### src/rtl/alu_seq_disp.sv
// Registered ALU with a START/BUSY/DONE handshake. Logic and arithmetic ops take one
// cycle, and SLL shifts one bit per cycle. Result and flags are shown on a paged LED bank.
module alu_seq_disp #(
  parameter int WIDTH = 32,
  parameter int LED_W = 8,
  localparam int PAGES = WIDTH / LED_W,
  localparam int SEL_W = (PAGES > 1) ? $clog2(PAGES) : 1,
  localparam int SH_W  = $clog2(WIDTH)
) (
  input  logic             clk_i,
  input  logic             rst_n_i,
  input  logic             start_i,
  input  logic [2:0]       alu_op_i,
  input  logic [WIDTH-1:0] a_i,
  input  logic [WIDTH-1:0] b_i,
  output logic             busy_o,
  output logic             done_o,
  output logic [WIDTH-1:0] f_o,
  output logic             of_o,
  output logic             zf_o,
  output logic             cf_o,
  output logic             sf_o,
  input  logic             f_led_sw_i,
  input  logic [SEL_W-1:0] led_sel_i,
  output logic [LED_W-1:0] led_o
);

  localparam logic [2:0] OP_AND = 3'b000;
  localparam logic [2:0] OP_OR  = 3'b001;
  localparam logic [2:0] OP_XOR = 3'b010;
  localparam logic [2:0] OP_NOR = 3'b011;
  localparam logic [2:0] OP_ADD = 3'b100;
  localparam logic [2:0] OP_SUB = 3'b101;
  localparam logic [2:0] OP_SLT = 3'b110;
  localparam logic [2:0] OP_SLL = 3'b111;

  typedef enum logic [0:0] {S_IDLE, S_EXEC} state_t;

  state_t           state_q, state_d;
  logic [2:0]       op_q, op_d;
  logic [WIDTH-1:0] a_q, a_d, b_q, b_d, f_q, f_d;
  logic [SH_W-1:0]  cnt_q, cnt_d;
  logic             of_q, of_d, zf_q, zf_d, cf_q, cf_d, sf_q, sf_d, done_q, done_d;

  logic [WIDTH:0]   sum_ext, diff_ext;
  logic [WIDTH-1:0] b_neg, res;
  logic             res_of, res_cf;

  always_comb begin
    sum_ext  = {1'b0, a_q} + {1'b0, b_q};
    diff_ext = {1'b0, a_q} - {1'b0, b_q};
    b_neg    = ~b_q + {{(WIDTH-1){1'b0}}, 1'b1};
    res      = '0;
    res_of   = 1'b0;
    res_cf   = 1'b0;
    case (op_q)
      OP_AND: res = a_q & b_q;
      OP_OR:  res = a_q | b_q;
      OP_XOR: res = a_q ^ b_q;
      OP_NOR: res = ~(a_q | b_q);
      OP_ADD: begin
        res    = sum_ext[WIDTH-1:0];
        res_cf = sum_ext[WIDTH];
        res_of = (a_q[WIDTH-1] == b_q[WIDTH-1]) && (res[WIDTH-1] != a_q[WIDTH-1]);
      end
      OP_SUB: begin
        res    = diff_ext[WIDTH-1:0];
        res_cf = diff_ext[WIDTH];
        res_of = (a_q[WIDTH-1] == b_neg[WIDTH-1]) && (res[WIDTH-1] != a_q[WIDTH-1]);
      end
      OP_SLT: res = {{(WIDTH-1){1'b0}}, ($signed(a_q) < $signed(b_q))};
      // a_q already carries the earlier shifts; the final edge applies the last one
      OP_SLL: res = (cnt_q == '0) ? a_q : {a_q[WIDTH-2:0], 1'b0};
      default: res = '0;
    endcase
  end

  always_comb begin
    state_d = state_q;
    op_d    = op_q;
    a_d     = a_q;
    b_d     = b_q;
    cnt_d   = cnt_q;
    f_d     = f_q;
    of_d    = of_q;
    zf_d    = zf_q;
    cf_d    = cf_q;
    sf_d    = sf_q;
    done_d  = 1'b0;
    case (state_q)
      S_IDLE: begin
        if (start_i) begin
          state_d = S_EXEC;
          op_d    = alu_op_i;
          a_d     = a_i;
          b_d     = b_i;
          cnt_d   = b_i[SH_W-1:0];
        end
      end
      S_EXEC: begin
        if (op_q == OP_SLL && cnt_q > {{(SH_W-1){1'b0}}, 1'b1}) begin
          a_d   = {a_q[WIDTH-2:0], 1'b0};
          cnt_d = cnt_q - {{(SH_W-1){1'b0}}, 1'b1};
        end else begin
          state_d = S_IDLE;
          f_d     = res;
          of_d    = res_of;
          cf_d    = res_cf;
          zf_d    = (res == '0);
          sf_d    = res[WIDTH-1];
          done_d  = 1'b1;
        end
      end
      default: state_d = S_IDLE;
    endcase
  end

  always_ff @(posedge clk_i or negedge rst_n_i) begin
    if (!rst_n_i) begin
      state_q <= S_IDLE;
      op_q    <= '0;
      a_q     <= '0;
      b_q     <= '0;
      cnt_q   <= '0;
      f_q     <= '0;
      of_q    <= 1'b0;
      zf_q    <= 1'b0;
      cf_q    <= 1'b0;
      sf_q    <= 1'b0;
      done_q  <= 1'b0;
    end else begin
      state_q <= state_d;
      op_q    <= op_d;
      a_q     <= a_d;
      b_q     <= b_d;
      cnt_q   <= cnt_d;
      f_q     <= f_d;
      of_q    <= of_d;
      zf_q    <= zf_d;
      cf_q    <= cf_d;
      sf_q    <= sf_d;
      done_q  <= done_d;
    end
  end

  assign busy_o = (state_q == S_EXEC);
  assign done_o = done_q;
  assign f_o    = f_q;
  assign of_o   = of_q;
  assign zf_o   = zf_q;
  assign cf_o   = cf_q;
  assign sf_o   = sf_q;

  logic [LED_W-1:0] led_page, led_flags;

  generate
    if (PAGES == 1) begin : g_one_page
      logic unused_sel;
      assign unused_sel = ^led_sel_i;
      assign led_page   = f_q[LED_W-1:0];
    end else begin : g_pages
      always_comb begin
        led_page = '0;
        for (int p = 0; p < PAGES; p++) begin
          if (led_sel_i == SEL_W'(p)) led_page = f_q[p*LED_W +: LED_W];
        end
      end
    end
  endgenerate

  always_comb begin
    led_flags      = '0;
    led_flags[3:0] = {sf_q, cf_q, of_q, zf_q};
  end

  assign led_o = f_led_sw_i ? led_flags : led_page;

endmodule
### config.mk
export PLATFORM = sky130hd
export DESIGN_NAME = alu_seq_disp
export DESIGN_NICKNAME = d
export VERILOG_FILES = /design/src/rtl/alu_seq_disp.sv
export SDC_FILE = /design/constraint.sdc
export NUM_CORES = 1
export LEC_CHECK = 0
export CELL_PAD_IN_SITES_DETAIL_PLACEMENT = 0
export CELL_PAD_IN_SITES_GLOBAL_PLACEMENT = 1
export CORE_ASPECT_RATIO = 0.9
export CORE_MARGIN = 3
export CORE_UTILIZATION = 45
export CTS_CLUSTER_SIZE = 25
export DETAILED_ROUTE_END_ITERATION = 16
export PLACE_DENSITY_LB_ADDON = 0.1
export SETUP_SLACK_MARGIN = 0.1
export SLEW_MARGIN = 25
export SYNTH_ARGS = -nofsm -noshare
export SYNTH_HDL_FRONTEND = slang
export SYNTH_SLANG_ARGS = --single-unit
### constraint.sdc
create_clock -name clk_i -period 5.9 [get_ports clk_i]
set_input_delay 1.18 -clock clk_i [delete_from_list [all_inputs] [get_ports clk_i]]
set_output_delay 1.18 -clock clk_i [all_outputs]
set_load 0.02 [all_outputs]
After elaboration in Yosys (flattened, before gate mapping) --
Index checks and enable logic that the tools add are counted.
Word-level totals: bits in registers 110, bits in latches 0, bits in writable memories 0, ROM bits 0, bits of input ports 73, memories kept 0
Operators by class: $add $sub $neg 4, multipliers 0, divide/modulo/power cells 0, order comparisons 2, equality and inequality tests 16, shifts and indexed selects 0, muxes and demuxes 20, bitwise logic cells 7, reductions and logical operators 10
Operators by type and width (number):
- 32-bit case mux with 8 select lines | 1
- 32-bit two-way mux | 3
- 32-bit inverter | 2
- 32-bit case mux with 2 select lines | 1
- 8-bit two-way mux | 5
- 32-bit by 32-bit adder with 33-bit output | 1
- 32-bit by 32-bit subtractor with 33-bit output | 1
- 32-bit by 1-bit adder with 32-bit output (second input constant) | 1
- 32-bit bitwise AND | 1
- 32-bit logical NOT | 1
- 32-bit less-than comparator | 1
- 32-bit OR | 1
- 32-bit XOR | 1
- 3-bit == test (second input constant) | 4
- 5-bit two-way mux | 2
- 5-bit case mux with 2 select lines | 1
- 3-bit by 2-bit == test with 1-bit output (second input constant) | 2
- 1-bit case mux with 2 select lines | 3
- 2-bit AND reduction | 3
- 5-bit by 1-bit > comparator with 1-bit output (second input constant) | 1
- 5-bit logical NOT | 1
- 5-bit by 1-bit subtractor with 5-bit output (second input constant) | 1
- 2-bit == test (second input constant) | 2
- 1-bit two-way mux | 4
- other kinds (10) | 15

Logic depth before layout (Yosys ltp) --
Gate-level depths: netlist (run 1).
word-level depth 6, gate-level depth with buffers 16, depth with buffers taken out 14

Worst setup path before layout (run 1) --
Ideal clock, no wire load.
path type input-to-output, start point input port led_sel_i[0], end point output port led_o[0], arrival 2470 ps, data required time 4720 ps, slack 2250 ps, stages 3, buffers on the path 1, cells stage by stage clkbuf_1 > mux4_2 > mux2_2
Between the ends: word-level cells in the longest chain between the ends 6, elaborated cells on any way between the ends 9, those cells by class eq/ne: 3; mux: 5; reduce/logical: 1
Ends and longest elaborated chain:
- start, declared | line 24 | input logic [SEL_W-1:0] led_sel_i,
- 2-bit logical NOT | line 165 | if (led_sel_i == SEL_W'(p)) led_page = f_q[p*LED_W +: LED_W];
- 8-bit two-way mux (3 in series) | line 165
- 8-bit two-way mux (*) | line 165
- 8-bit two-way mux (*) | line 176 | assign led_o = f_led_sw_i ? led_flags : led_page;
- end, declared | line 25 | output logic [LED_W-1:0] led_o
Mark *: on every way between the ends. The rest lies on a longest branch, timed or not.

Worst setup path after layout (run 1) --
start point input port led_sel_i[0], end point output port led_o[1]
Same word-level chain as after synthesis.

==> flow_metrics.py, run 1 <==
metrics = {
    "layout": {
        "multiInputGateArea_um2": 7861,
        "drive_gt1_share_pct": 5.398,
        "mostFrequentLayoutCells": "nand2_1 (194), o21ai_0 (150), a21oi_1 (122)",
        "fill_cells": 2448,
        "final_util_pct": 53.31,
        "final_common_cell": "nand2_1",
        "seqCellArea_um2": 2731,
        "final_nets": 1729,
        "area_delta_synth_final_pct": 15.29,
    },
    "die": {
        "core_um2": 24530,
        "initial_core_util_pct": 46.24,
        "die_area_um2": 27140,
        "die_h_um": 156.6,
        "die_w_um": 173.3,
        "ios": 119,
        "rows": 54,
    },
    "clock_network": {
        "clkTransAtPathRegs_ns": 0.07,
        "root_buffer": "clkbuf_16",
        "ctsHtreeMaxLevel": 3,
        "post_cts_buffers": 0,
        "insertion_delay_ns": 0.37,
        "ctsResizeCount": 0,
        "clock-sinks": 109,
        "cts_tree": "built",
        "cts_buffer_depth": 2,
        "hold_buffers": 0,
        "cts_buffers": 9,
    },
    "yosys": {
        "synth_cells": 1497,
        "ys_seq_area_share_pct": 24.05,
        "synth_top_flop_cell": "dfrtp_1",
        "syn_area_um2": 11340,
        "yosysWarnings": 0,
        "async_flop_share_pct": 100.0,
        "syn_area_per_cell_um2": 7.575,
        "ys_types": 81,
        "synth_nets": 1675,
        "synth_edf_count": 0,
        "ys_seq_elements": 109,
    },
    "sta": {
        "rsz0062_at_grt": "no",
        "timing.slew.headroom_pct": 27.63,
        "final-setup-viol-count": 0,
        "finalMaxSlewViolations": 0,
        "final.setup.worst_slack_ns": 1.334,
        "whs_ns": 0.5063,
        "timing.fmax_mhz": 219.0,
        "period_share_pct": 77.39,
        "hold_viol": 0,
        "worst_pin_slew_ns": 1.058,
        "fin_tns_setup_ns": 0,
        "finalCriticalPeriod_ns": 4.566,
        "clock-skew-final_ns": 0.01970,
    },
    "detailed_routing": {
        "drt-vias-per-instance": 6.170,
        "vias": 11680,
        "post_drt_wl_per_cell_um": 23.43,
        "ant_nets": 0,
        "wl_met1_mm": 21.26,
        "dr_wl_met3_mm": 4.547,
        "remaining_drc_errors": 0,
        "drtPass1Iterations": 6,
        "met2_wirelength_mm": 17.67,
        "highest_layer": "met4",
        "drt_wl_total_mm": 44.35,
        "first_iter_violations": 1568,
    },
    "critical_path": {
        "path_class": "input port to primary output",
        "worst_ep_required_time_ns": 4.72,
        "cp-end-kind": "primary output",
        "worstPathArrival_ns": 3.39,
        "regToRegSetupSlack_ns": 1.42,
        "crit_fanout": 8,
        "start_kind": "input port",
    },
    "global_routing": {
        "grt_usage_pct": 32.36,
        "antenna_found_initial": 1,
        "grt_start_max_net_pins": 59,
        "grt_pass1_wl_mm": 67.92,
        "grt_pass1_vias": 10860,
        "overflow": 0,
    },
    "placed_design": {
        "gp_congestion": 1.025,
        "dp_slack_ns": 1.318,
        "io_buffer_count": 118,
        "dp_hpwl_mm": 34.98,
    },
    "run": {
        "drv_cap": 0,
    },
    "worst_hold_path": {
        "holdCritPathClass": "flop to flop",
    },
    "outcome": {
        "status": "finished, final reports clean",
    },
}
==> synthesized netlist by cell type, types with 8 or more instances <==
| cell type | number | area share [%] |
|---|---|---|
| mux4_2 | 8 | 1.6 |
| o22ai_1 | 22 | 1.2 |
| a31oi_1 | 12 | 0.66 |
| buf_2 | 15 | 0.66 |
| a211oi_1 | 13 | 0.86 |
| or3_1 | 11 | 0.61 |
| o31ai_1 | 25 | 1.7 |
| inv_1 | 98 | 3.2 |
| nand2b_1 | 11 | 0.61 |
| nand2_1 | 194 | 6.4 |
| clkbuf_1 | 75 | 2.5 |
| a21oi_1 | 122 | 5.4 |
| o21a_1 | 8 | 0.53 |
| buf_1 | 10 | 0.33 |
| a221oi_1 | 9 | 0.70 |
| nor4_1 | 23 | 1.3 |
| xnor2_1 | 20 | 1.5 |
| o21ai_0 | 150 | 6.6 |
| nor2b_1 | 19 | 1.0 |
| nor2_1 | 118 | 3.9 |
| o211ai_1 | 15 | 0.99 |
| a21o_1 | 18 | 1.2 |
| a211o_1 | 9 | 0.70 |
| nor3_1 | 25 | 1.1 |
| dfrtp_1 | 109 | 24 |
| nand4_1 | 19 | 1.0 |
| ha_1 | 103 | 11 |
| mux2i_1 | 66 | 5.8 |
| nand3_1 | 23 | 1.0 |
==> routing by layer <==
metal  GRT usage (%)  up-vias
met1           50.20     5542
li1                -     5495
met3           7.254       46
met5               0        -
met2           45.28      596
met4           7.294        0
==> state kept, by name, indices dropped and copies added (netlist names) <==
signal and cells:
a_q 32, b_q 32, busy_o 1, cf_o 1
cnt_q 5, done_o 1, f_o 32, of_o 1
op_q 3, zf_o 1
==> critical path, cell delays in order <==
cell,delay [ns]
clkdlybuf4s50_1,0.81
mux4_2,0.58
mux2_2,0.28
clkdlybuf4s50_1,0.54
==> cells by family after synthesis <==
kind of cell | synth area share, %
compound gates | 28.14
xor+xnor | 2.085
fa+ha+maj | 11.72
buf+inv | 6.984
flops | 24.05
mux | 8.110
simple gates | 18.91
==> per-stage QoR <==
stage | cells | instance area, um^2
global placement | 1876 | 12790
floorplan | 1497 | 11340
finish | 1893 | 13070
detailed placement | 1876 | 12790
global route | 1892 | 13070
CTS | 1892 | 13070
==> worst paths after layout <==
path / start / endpoint / depth (start not counted)
hold reg to reg: f_o[11] / f_o[11] / 2
hold / removal: f_o[11] / f_o[11] / 2
max in group asynchronous: rst_n_i / op_q[2] / 2
setup reg to reg: a_q[0] / zf_o / 13
setup / recovery: led_sel_i[0] / led_o[1] / 4
min in group asynchronous: rst_n_i / a_q[3] / 1
==> area by class of cell <==
class	instances	share of cell area, %
tap	336	3.216
clock inverter	6	0.4307
multi-input combinational	1185	60.13
clock buffer	10	1.751
antenna	1	0.01914
timing repair buffer	145	10.66
inverter	101	2.900
sequential	109	20.89
Power of run 1 is not shown: default switching activity piles up to over one toggle a cycle in this logic, so the estimate is an artifact.
==> run 2: changes to the inputs <==
- CORE_UTILIZATION: 45 -> 43
- clock period: 5.9 -> 4.73 ns (I/O delays scaled with it)
==> run 2 against run 1 <==
Hold slack lost 0.0012 ns. Sequential share of layout area shrank 0.36 points. Critical path depth grew 9. Design area grew 1.7%. Global-route usage shrank 1.1 points. Sequential cell count is the same. Clock skew shrank 0.00097 ns. Count of clock-buffer cells in the layout is the same. Die area grew 4.5%. Routed wire length grew 1.7%. Setup slack lost 0.97 ns. Core utilization shrank 1.2 points.
==> flow_metrics.py, run 2 (same netlist as run 1, synthesis figures left out) <==
metrics = {
    "detailed_routing": {
        "drt_wl_total_mm": 45.08,
        "vias": 11860,
        "drtPass1Iterations": 6,
        "post_drt_wl_per_cell_um": 23.44,
        "remaining_drc_errors": 0,
        "ant_nets": 0,
        "drt-vias-per-instance": 6.168,
        "first_iter_violations": 1430,
    },
    "sta": {
        "period_share_pct": 92.39,
        "timing.slew.headroom_pct": 44.90,
        "fin_tns_setup_ns": 0,
        "finalCriticalPeriod_ns": 4.370,
        "hold_viol": 0,
        "final-setup-viol-count": 0,
        "clock-skew-final_ns": 0.01874,
        "worst_pin_slew_ns": 0.8056,
        "finalMaxSlewViolations": 0,
        "timing.fmax_mhz": 228.8,
        "rsz0062_at_grt": "no",
    },
    "critical_path": {
        "crit_fanout": 10,
        "start_kind": "flop",
        "crit_path_cell_trace": "inv_1 -> ha_1 -> o211ai_1 -> nor3_1 -> o2111ai_1 -> a2111oi_0 -> nor4_1 -> or3_1 -> nor3b_1 -> a211oi_1 -> o2111a_1 -> nand3_1 -> o41ai_2",
        "slowest_delay_ns": 0.79,
        "slowest_stage": "a2111oi_0",
        "r2r.worst_path.cells": 13,
        "reg2reg_from": "a_q[4]",
        "worst_ep_required_time_ns": 4.99,
        "crit_path_start": "a_q[4]",
        "cpLargestDelayFamily": "compound AO/OA/AOI/OAI gates",
        "cp.depth": 13,
        "worstPathArrival_ns": 4.62,
        "cp-endpoint": "zf_o",
        "crit_buf_inv": 1,
        "regToRegSetupSlack_ns": 0.36,
        "path_class": "flop to flop",
        "cp-end-kind": "flop",
        "rr_endpoint": "zf_o",
    },
    "die": {
        "ios": 119,
        "die_area_um2": 28360,
        "core_um2": 25530,
        "rows": 55,
        "die_w_um": 177.2,
        "initial_core_util_pct": 44.42,
        "die_h_um": 160.1,
    },
    "placed_design": {
        "placed_cells": 1906,
        "gp_congestion": 0.9973,
        "io_buffer_count": 118,
        "dp_hpwl_mm": 35.74,
    },
    "global_routing": {
        "grt_pass1_wl_mm": 68.33,
        "grt_start_max_net_pins": 67,
        "grt_pass1_vias": 10890,
        "grt_usage_pct": 31.28,
        "antenna_found_initial": 0,
        "overflow": 0,
    },
    "worst_hold_path": {
        "holdCritPathClass": "flop to flop",
    },
    "layout": {
        "multiInputGateArea_um2": 7865,
        "final_common_cell": "nand2_1",
        "fill_cells": 2562,
        "n_antenna_cell": 0,
        "mostFrequentLayoutCells": "nand2_1 (194), o21ai_0 (150), a21oi_1 (122)",
        "final_nets": 1754,
        "seqCellArea_um2": 2731,
        "area_delta_synth_final_pct": 17.30,
        "stdcell_count": 1923,
        "drive_gt1_share_pct": 6.894,
    },
    "run": {
        "drv_cap": 0,
    },
    "clock_network": {
        "clock-sinks": 109,
        "ctsHtreeMaxLevel": 3,
        "root_buffer": "clkbuf_16",
        "cts_buffer_depth": 2,
        "insertion_delay_ns": 0.37,
        "cts_tree": "built",
        "cts_buffers": 9,
        "clkTransAtPathRegs_ns": 0.09,
    },
    "outcome": {
        "status": "finished, final reports clean",
    },
}
## run 2: area by class of cell
cell class	count	share of cell area, %
Tap cell	342	3.217
Clock buffer	10	1.721
Timing Repair Buffer	170	12.13
Inverter	101	2.850
Clock inverter	6	0.4139
Sequential cell	109	20.53
Multi-Input combinational cell	1185	59.13
## run 2: worst min-delay path by stage
stage                    end  slack, ns  startpoint  cells after the start
floorplan           cnt_q[0]       0.49    cnt_q[0]                      2
global placement     f_o[15]       0.49     f_o[15]                      2
detailed placement   f_o[18]       0.49     f_o[18]                      2
CTS                  f_o[14]       0.51     f_o[14]                      2
global route         f_o[26]       0.55     f_o[26]                      2
finish               f_o[18]       0.51     f_o[18]                      2
## run 2: tightest hold or removal path, stage by stage (launching register included)
cell and delay, ns:
dfrtp_1 0.36, nand2_1 0.06, nand2_1 0.06
## run 2: layer usage
layer,up-vias,track usage (%),share of wire [%]
met1,5660,49.26,48
met4,0,5.819,1.6
met3,37,8.464,11
met2,615,42.36,39
met5,-,0,0
li1,5550,-,-
## run 2: per-stage QoR
stage / hold slack, ns / cell area, um^2 / util [%] / setup WS (ns)
after floorplan: 0.4911 / 11340 / - / 1.271
after global placement: 0.4871 / 12980 / 50.86 / 0.4252
after detailed placement: 0.4945 / 12980 / 50.86 / 0.3663
after CTS: 0.5123 / 13270 / 51.97 / 0.2916
after global routing: 0.5468 / 13300 / 52.10 / 0.1426
final: 0.5051 / 13300 / 52.10 / 0.3601
## run 2: repair_timing
| item | CTS | global route |
|---|---|---|
| setup buffers | 0 | 0 |
| hold buffers | 0 | 0 |
| setup endpoints to repair | 0 | 1 |
| gates resized for setup | 0 | 2 |
Power of run 2 is left out for the same reason.
==> RTL change: new RTL, config.mk and constraints of run 1 <==
Add an input register stage for `start_i`, `alu_op_i`, `a_i`, `b_i`, `f_led_sw_i` and `led_sel_i`; this delays them by one clock.
--- a/src/rtl/alu_seq_disp.sv
+++ b/src/rtl/alu_seq_disp.sv
@@ -37,2 +37,18 @@
   typedef enum logic [0:0] {S_IDLE, S_EXEC} state_t;
+
+  logic start_q;
+  logic [2:0] alu_op_q;
+  logic [WIDTH-1:0] a_r;
+  logic [WIDTH-1:0] b_r;
+  logic f_led_sw_q;
+  logic [SEL_W-1:0] led_sel_q;
+
+  always_ff @(posedge clk_i) begin
+    start_q    <= start_i;
+    alu_op_q   <= alu_op_i;
+    a_r        <= a_i;
+    b_r        <= b_i;
+    f_led_sw_q <= f_led_sw_i;
+    led_sel_q  <= led_sel_i;
+  end
 
@@ -91,8 +107,8 @@
       S_IDLE: begin
-        if (start_i) begin
+        if (start_q) begin
           state_d = S_EXEC;
-          op_d    = alu_op_i;
-          a_d     = a_i;
-          b_d     = b_i;
-          cnt_d   = b_i[SH_W-1:0];
+          op_d    = alu_op_q;
+          a_d     = a_r;
+          b_d     = b_r;
+          cnt_d   = b_r[SH_W-1:0];
         end
@@ -158,3 +174,3 @@
       logic unused_sel;
-      assign unused_sel = ^led_sel_i;
+      assign unused_sel = ^led_sel_q;
       assign led_page   = f_q[LED_W-1:0];
@@ -164,3 +180,3 @@
         for (int p = 0; p < PAGES; p++) begin
-          if (led_sel_i == SEL_W'(p)) led_page = f_q[p*LED_W +: LED_W];
+          if (led_sel_q == SEL_W'(p)) led_page = f_q[p*LED_W +: LED_W];
         end
@@ -175,3 +191,3 @@
 
-  assign led_o = f_led_sw_i ? led_flags : led_page;
+  assign led_o = f_led_sw_q ? led_flags : led_page;
 
Formal check against the unedited RTL: not equivalent (Yosys sat finds a counterexample within 4 cycles, from zero or initial values and one cycle with rst_n_i low).
==> RTL change against run 1 <==
  * Design area grew 14%
  * Sequential cell count rose by 71
  * Worst setup slack got worse by 0.43 ns
  * Wire length is 7.1% higher
  * Die area up 13%
  * Area after synthesis increased by 13%
  * Final cell count rose by 6.1%
  * Clock skew shrank 0.00075 ns
  * Critical endpoint is now zf_o$_DFFE_PN0P_
Power is not shown: default switching activity piles up to over one toggle a cycle in this logic, so the estimate is an artifact.
==> RTL change: results (changes against run 1) <==
drt:
  wl_um: 47500  # +7.1%
  detailroute.via_count: 12400  # +6.4%
  detail_route.vias_per_cell: 6.19  # +0.26%
  detail_route.first_pass.iterations: 7  # +1
  initialDrtViolationCount: 1459  # -7.0%
hold_path:
  worstHoldPathType: "reg -> reg"
  hold_path.startpoint: "b_r[15]$_DFF_P_"
  hold_end: "b_q[15]$_DFFE_PN0P_"
timing:
  timing.clock.skew_ns: 0.0190  # -0.000752 ns
  worst_tran_pin_value_ns: 0.995  # -0.0632 ns
  whs_ns: 0.438  # -0.0683 ns
yosys:
  synthTopCellsByArea: "sky130_fd_sc_hd__dfrtp_1 (21%), sky130_fd_sc_hd__dfxtp_1 (11%), sky130_fd_sc_hd__ha_1 (10%)"
  syn_inst: 1574  # +5.1%
  seq_area_frac_synth_pct: 32.4  # +8.3 points
  netlist-cell-type-count: 92  # +14%
  netlist_top_cells_count: "sky130_fd_sc_hd__nand2_1 (175), sky130_fd_sc_hd__a21oi_1 (154), sky130_fd_sc_hd__o21ai_0 (152), sky130_fd_sc_hd__nor2_1 (128), sky130_fd_sc_hd__dfrtp_1 (109)"
  postSynthNetCount: 1752  # +4.6%
  count_of_yosys_warnings_during_synthesis: 0  # unchanged
  postSynth.topFlopCell: "sky130_fd_sc_hd__dfrtp_1"
  synth_async_sr_flop_share_pct: 60.6  # -39 points
global_routing:
  antenna_violations_before_repair: 2  # +1
  track_usage_pct: 30.6  # -1.8 points
  grt_start_max_net_pins: 56  # -5.1%
  number_of_global_route_vias_before_repair: 11500  # +5.9%
  grt_pass1_wl_um: 71500  # +5.2%
setup_path:
  crit-reg2reg-launch: "a_q[4]$_DFFE_PN0P_"
  worst_path_max_delay_cell: "sky130_fd_sc_hd__a211oi_1"
  worst_setup_path_startpoint: "a_q[4]$_DFFE_PN0P_"
  worstPathMaxFanout: 10  # +2
  regToRegSetupSlack_ns: 0.90  # -0.52 ns
  timing.rr.end: "zf_o$_DFFE_PN0P_"
  crit_arrival_ns: 5.34  # +1.95 ns
  slowest_delay_ns: 0.74  # -0.07 ns
  critical_path.top_delay_family: "compound AO/OA/AOI/OAI gates"
  setup.worst_path.class: "reg -> reg"
placement:
  finalWeightedCongestion: 1.02  # -0.58%
  dpl.cell_count: 1975  # +5.3%
  place_hpwl_um: 36500  # +4.4%
clock_network:
  clock_latency_ns: 0.45  # +0.08 ns
  cts_htree_levels: 4  # +1
  cts_repair_resize_count: 0  # unchanged
  cts-buffers-inserted: 17  # +8
  path_clk_slew_ns: 0.09  # +0.02 ns
  clock_path_buffers: 2  # unchanged
run_status:
  run_status: "finished clean"
cells_and_area:
  drive_above_1_share_pct: 7.38  # +2.0 points
  n_fill_cell: 2605  # +6.4%
==> RTL change: cell count changes after synthesis, moves of 9 or more <==
cell	run 1	this run
sky130_fd_sc_hd__a21oi_1	122	154
sky130_fd_sc_hd__o22ai_1	22	9
sky130_fd_sc_hd__mux2i_1	66	57
sky130_fd_sc_hd__nand2_1	194	175
sky130_fd_sc_hd__dfxtp_1	0	71
sky130_fd_sc_hd__nor2_1	118	128
==> RTL change: worst register-to-register path, cell delays in order, from the launching register on <==
cell and delay [ns]:
sky130_fd_sc_hd__dfrtp_1 0.47, sky130_fd_sc_hd__inv_1 0.10, sky130_fd_sc_hd__ha_1 0.53, sky130_fd_sc_hd__nor2_1 0.16, sky130_fd_sc_hd__a211oi_1 0.58, sky130_fd_sc_hd__a21oi_1 0.27, sky130_fd_sc_hd__a211oi_1 0.74, sky130_fd_sc_hd__mux2i_1 0.26
sky130_fd_sc_hd__a31oi_1 0.14, sky130_fd_sc_hd__nor4bb_1 0.34, sky130_fd_sc_hd__nand4_1 0.20, sky130_fd_sc_hd__nor4b_2 0.30, sky130_fd_sc_hd__or4b_1 0.48, sky130_fd_sc_hd__o41ai_2 0.32
==> RTL change: area by class of cell <==
cell class                      instances  area (sq um)  share of cell area, %
Antenna cell                            1          2.50                 0.0167
Clock buffer                           18           439                   2.94
Clock inverter                         14           178                   1.19
Inverter                              105           394                   2.64
Multi-Input combinational cell       1185          7890                   52.8
Sequential cell                       180          4150                   27.8
Tap cell                              354           443                   2.96
Timing Repair Buffer                  152          1440                   9.62
==> RTL change: through the flow <==
stage	worst slack, ns	instance area [sq um]	utilization, %
final	0.901	14900	54.3
after global routing	0.742	14900	54.3
after CTS	1.04	14900	54.2
after detailed placement	1.07	14300	52.0
after global placement	1.20	14300	52.0
after floorplan	2.09	12800	-
==> RTL change: logic make-up (layout without fill, tap and decap cells) <==
kind of cell | count (synthesis) | after routing | share of synthesized area (%)
AO/OA/AOI/OAI | 521 | 521 | 25.8
AND/OR/NAND/NOR | 463 | 463 | 16.9
buffers and inverters | 209 | 289 | 6.39
flip-flops | 180 | 180 | 32.4
adder cells (fa/ha/maj) | 105 | 105 | 10.4
multiplexers | 77 | 77 | 6.91
XOR/XNOR | 19 | 19 | 1.30
other | 0 | 1 | 0
==> RTL change: metal layers <==
layer / GRT usage (%) / vias to the layer above / part of all wire [%]
li1: - / 5780 / -
met1: 47.4 / 5857 / 47
met2: 39.4 / 715 / 38
met3: 9.53 / 73 / 11
met4: 10.3 / 2 / 3.1
met5: 0 / - / 0.027
